--- src/rtl/memory_access_stage.sv ---
// EX/MEM memory access stage: passes ALU results through in one cycle, or runs a
// single load/store handshake on the memory bus with an ack timeout.
module memory_access_stage #(
  parameter int unsigned TIMEOUT  = 15,
  parameter logic [3:0]  OP_LOAD  = 4'b0010,
  parameter logic [3:0]  OP_STORE = 4'b0011
) (
  input  logic        clock,
  input  logic        reset,
  input  logic        valid_in,
  input  logic [3:0]  opcode,
  input  logic [19:0] aluRESULT,
  input  logic [19:0] store_data,
  output logic        stall,
  output logic        mem_req,
  output logic        mem_we,
  output logic [19:0] mem_addr,
  output logic [19:0] mem_wdata,
  input  logic        mem_ack,
  input  logic [19:0] mem_rdata,
  output logic        valid_out,
  output logic [19:0] aluRESULTout,
  output logic [19:0] memory_read_data,
  output logic        mem_error
);

  localparam int unsigned DW = 20;
  localparam int unsigned CW = $clog2(TIMEOUT + 1);

  typedef enum logic [1:0] {IDLE, ACCESS, DONE} state_t;

  state_t          state, state_n;
  logic [CW-1:0]   ack_count, ack_count_n;
  logic            mem_req_n, mem_we_n, valid_out_n, mem_error_n;
  logic [DW-1:0]   mem_addr_n, mem_wdata_n, alu_out_n, rdata_n;
  logic            is_mem, is_store;

  assign is_store = (opcode == OP_STORE);
  assign is_mem   = (opcode == OP_LOAD) || is_store;

  // State and registered outputs
  always_ff @(posedge clock) begin
    if (reset) begin
      state            <= IDLE;
      ack_count        <= '0;
      mem_req          <= 1'b0;
      mem_we           <= 1'b0;
      mem_addr         <= '0;
      mem_wdata        <= '0;
      valid_out        <= 1'b0;
      aluRESULTout     <= '0;
      memory_read_data <= '0;
      mem_error        <= 1'b0;
    end else begin
      state            <= state_n;
      ack_count        <= ack_count_n;
      mem_req          <= mem_req_n;
      mem_we           <= mem_we_n;
      mem_addr         <= mem_addr_n;
      mem_wdata        <= mem_wdata_n;
      valid_out        <= valid_out_n;
      aluRESULTout     <= alu_out_n;
      memory_read_data <= rdata_n;
      mem_error        <= mem_error_n;
    end
  end

  // Next state, next outputs, and the combinational stall
  always_comb begin
    state_n     = state;
    ack_count_n = ack_count;
    mem_req_n   = mem_req;
    mem_we_n    = mem_we;
    mem_addr_n  = mem_addr;
    mem_wdata_n = mem_wdata;
    alu_out_n   = aluRESULTout;
    rdata_n     = memory_read_data;
    valid_out_n = 1'b0;
    mem_error_n = 1'b0;
    stall       = 1'b0;

    case (state)
      IDLE: begin
        if (valid_in) begin
          if (is_mem) begin
            stall       = 1'b1;
            state_n     = ACCESS;
            mem_req_n   = 1'b1;
            mem_we_n    = is_store;
            mem_addr_n  = aluRESULT;
            mem_wdata_n = is_store ? store_data : '0;
            ack_count_n = '0;
          end else begin
            valid_out_n = 1'b1;
            alu_out_n   = aluRESULT;
            rdata_n     = '0;
          end
        end
      end

      ACCESS: begin
        stall = 1'b1;
        // An ack on the final allowed cycle beats the timeout
        if (mem_ack) begin
          state_n     = DONE;
          mem_req_n   = 1'b0;
          mem_we_n    = 1'b0;
          rdata_n     = mem_we ? '0 : mem_rdata;
          alu_out_n   = mem_addr;
          valid_out_n = 1'b1;
        end else if (ack_count == CW'(TIMEOUT - 1)) begin
          state_n     = DONE;
          mem_req_n   = 1'b0;
          mem_we_n    = 1'b0;
          rdata_n     = '0;
          alu_out_n   = mem_addr;
          valid_out_n = 1'b1;
          mem_error_n = 1'b1;
        end else begin
          ack_count_n = ack_count + CW'(1);
        end
      end

      DONE: begin
        state_n = IDLE;
      end

      default: begin
        state_n = IDLE;
      end
    endcase
  end

endmodule

--- config.mk ---
export PLATFORM = sky130hd
export DESIGN_NAME = memory_access_stage
export DESIGN_NICKNAME = d
export VERILOG_FILES = /design/src/rtl/memory_access_stage.sv
export SDC_FILE = /design/constraint.sdc
export NUM_CORES = 1
export LEC_CHECK = 0
export CAP_MARGIN = 20
export CELL_PAD_IN_SITES_DETAIL_PLACEMENT = 1
export CELL_PAD_IN_SITES_GLOBAL_PLACEMENT = 2
export CORE_ASPECT_RATIO = 1.75
export CORE_MARGIN = 5
export CORE_UTILIZATION = 34
export DETAILED_ROUTE_END_ITERATION = 8
export DONT_BUFFER_PORTS = 1
export PLACE_DENSITY_LB_ADDON = 0.1
export SLEW_MARGIN = 20
export SYNTH_ARGS = -nofsm -noshare
export SYNTH_HDL_FRONTEND = slang
export SYNTH_SLANG_ARGS = --single-unit
--- constraint.sdc ---
create_clock -name clock -period 1.7 [get_ports clock]
set_input_delay 0.085 -clock clock [delete_from_list [all_inputs] [get_ports clock]]
set_output_delay 0.085 -clock clock [all_outputs]
set_load 0.01 [all_outputs]
==> flow_metrics.env <==
export IMPL_outcome="finished clean"
export IMPL_num_vias=3115
export IMPL_drive_above_1_share=0.138
export IMPL_diodes=0
export IMPL_synthArstFlopShare=0
export IMPL_hp_start="valid_in"
export IMPL_viasPerCell=5.28
export IMPL_core_um2=9850
export IMPL_finalNetCount=531
export IMPL_r2r_end="memory_read_data[15]"
export IMPL_fmax_mhz=601
export IMPL_drt_pass1_iter_count=4
export IMPL_post_route_min_period_ps=1660
export IMPL_grt_max_degree=72
export IMPL_synth_area_um2=3390
export IMPL_synth_top_cells_by_count="nand2_1, dfxtp_1, a21oi_1"
export IMPL_ys_seq_area_frac=0.531
export IMPL_dp_hpwl_mm=7.48
export IMPL_gp_congestion=0.733
export IMPL_yosysMostFrequentCell="nand2_1"
export IMPL_htree_levels=3
export IMPL_endpoint_kind="flip-flop"
export IMPL_synth_seq_cells=90
export IMPL_holdWs_ps=49.9
export IMPL_grt_pass1_wl_mm=17.2
export IMPL_antenna_left=0
export IMPL_power_w=0.00454
export IMPL_switchingPower_w=0.00112
export IMPL_worstPathRequired_ps=1980
export IMPL_pin_count=153
export IMPL_final_cell_area_um2=4680
export IMPL_yosys_most_used_dff="dfxtp_1"
export IMPL_multi_input_area_um2=1510
export IMPL_post_route_drc_count=0
export IMPL_hold_depth=3
export IMPL_register_area_um2=1800
export IMPL_place_area_um2=3610
export IMPL_critPathMaxStageDelay_ps=330
export IMPL_die_area_um2=12200
export IMPL_preCtsSetupSlack_ps=7.15
export IMPL_power_density_nw_per_um2=971
export IMPL_synthDominantCellAreaShare=0.531
export IMPL_slew_limit_headroom=0.503
export IMPL_holdCritPathClass="in2reg"
export IMPL_p_clk_frac=0.409
export IMPL_ys_types=35
export IMPL_drt_wl_total_mm=11.2
export IMPL_antenna_found_initial=0
export IMPL_die_w_um=85.5
export IMPL_fin_skew_ps=8.71
export IMPL_path_class="reg2reg"
export IMPL_yosysWarnings=0
export IMPL_synth_area_leaders="dfxtp_1, nand2_1, a21oi_1, a22o_1, a311oi_1"
export IMPL_syn_inst=391
export IMPL_slowest_stage="dfxtp_1"
export IMPL_synth_nets=461
export IMPL_nFillCells=1101
export IMPL_clk_path_buf_depth=2
export IMPL_syn_avg_cell_area_um2=8.68
export IMPL_worstHoldEndpoint="mem_we"
export IMPL_synth_edff_count=0
export IMPL_grt_usage=0.180
export IMPL_peakVddDrop_v=0.000585
export IMPL_cts_buffers=9
export IMPL_numPortBuffers=0
export IMPL_root_buffer="clkbuf_16"
export IMPL_drt_iter0_markers=115
export IMPL_gr_total_overflow=0
export IMPL_dp_cells=504
export IMPL_final_cells=590
export IMPL_start_util=0.345
export IMPL_reg2reg_from="ack_count[0]"
export IMPL_rows=48
export IMPL_syn_to_final_growth_pct=37.8
export IMPL_drv_cap=0
export IMPL_finalSetupViolations=0
export IMPL_finalHoldViolations=0
export IMPL_routedWlPerCell_um=18.9
export IMPL_p_seq_frac=0.497
export IMPL_reg2reg_slack_ps=40
export IMPL_min_period_over_period=0.979
export IMPL_sw_frac_of_total=0.247
export IMPL_cp_cell_sequence="inv_1 -> ha_2 -> a31oi_4 -> a21oi_4 -> a21oi_1 -> buf_6 -> a22o_1"
export IMPL_cp_start_kind="flip-flop"
export IMPL_intPower_w=0.00342
export IMPL_clk_latency_ps=330
export IMPL_clkSinkCount=90
export IMPL_cts_tree="built"
export IMPL_worst_path_buf_inv=2
export IMPL_rsz0062_at_grt="yes"
export IMPL_yosysTopAreaCell="dfxtp_1"
export IMPL_power_leakage_nw=1.70
export IMPL_die_y_um=142
export IMPL_finalWorstSetupSlack_ps=36.3
export IMPL_grt_pass1_vias=3257
export IMPL_clk_pin_slew_ps=70
export IMPL_finalMaxSlewViolations=0
export IMPL_arrival_ps=1940
export IMPL_p_comb_frac=0.094
export IMPL_r2r_worst_path_cells=7
export IMPL_crit_family="compound AO/OA/AOI/OAI gates"
export IMPL_cp_max_fo=20
export IMPL_tightestPinTransition_ps=744
[repair_timing]
item	4_1_cts	5_1_grt
pin swaps	1	3
endpoints found under the setup margin	3	39
buffers inserted	0	5
hold endpoints to repair	90	0
gates resized for setup	0	15
hold buffers	66	0
[per-layer routing]
layer	vias to the layer above	track usage	share of wire
li1	1511	-	-
met1	1483	0.192	0.37
met2	113	0.325	0.53
met3	8	0.0695	0.096
met4	0	0.0550	0.013
met5	-	0	0
[per-stage QoR]
step                      utilization  TNS, ps
after global placement          0.367        0
final                           0.475        0
after global routing            0.475    -1380
after CTS                       0.464        0
after floorplan                     -        0
after detailed placement        0.367        0
[power groups by stage]
| stage | Clock (W) | Combinational [W] | Sequential, W |
|---|---|---|---|
| after floorplan | 0 | 0.000184 | 0.00228 |
| after global placement | 0 | 0.000216 | 0.00231 |
| after detailed placement | 0 | 0.000224 | 0.00231 |
| after CTS | 0.00194 | 0.000399 | 0.00226 |
| after global routing | 0.00203 | 0.000464 | 0.00227 |
| final | 0.00186 | 0.000426 | 0.00226 |
[kinds of logic (layout without fill, tap and decap cells)]
logic type	after synthesis	count (layout)	synth area share
compound gates	115	115	0.224
fa+ha+maj	2	2	0.00737
buf+inv	36	110	0.0479
flops	90	90	0.531
mux	1	1	0.00332
simple gates	147	147	0.187
[worst max-delay path by stage]
stage                 start  cells past startpoint  slack (ps)                    to
2_1_floorplan  ack_count[0]                      7         130       aluRESULTout[0]
3_3_place_gp   ack_count[0]                      7         100  memory_read_data[19]
3_5_place_dp   ack_count[0]                      7           7       aluRESULTout[6]
4_1_cts        ack_count[1]                      6         0.5       aluRESULTout[6]
5_1_grt        ack_count[0]                      7         -80  memory_read_data[15]
6_report       ack_count[0]                      7          40  memory_read_data[15]
[worst register-to-register path, delay by kind of cell (launching register included)]
family / cells / cell delay, ps
fa+ha+maj: 1 / 200
compound gates: 4 / 790
flops: 1 / 330
buf+inv: 2 / 290
[layout by cell type, fill, tap and decap left out, types with 2 or more instances in the layout]
cell	n
a21oi_1	65
clkinvlp_4	3
a311oi_1	13
nor2_1	2
a22o_1	20
buf_12	3
buf_4	22
nand3_1	26
nand2_1	105
a311oi_2	7
dlygate4sd3_1	65
buf_6	2
inv_1	2
clkbuf_16	9
nor3_1	2
dfxtp_1	89
[area by class of cell]
cell class / instances / area share
Tap cell: 125 / 0.0334
Timing Repair Buffer: 93 / 0.198
Clock inverter: 5 / 0.00856
Clock buffer: 10 / 0.0511
Sequential cell: 90 / 0.385
Inverter: 2 / 0.00160
Multi-Input combinational cell: 265 / 0.322
[flip-flops by register name, summed over array words and instances (netlist names)]
register          flops
ack_count             4
aluRESULTout         20
mem_addr             20
mem_error             1
mem_req               1
mem_wdata            20
mem_we                1
memory_read_data     20
state                 2
valid_out             1
Note: power is estimated with default switching activity, not from simulation.
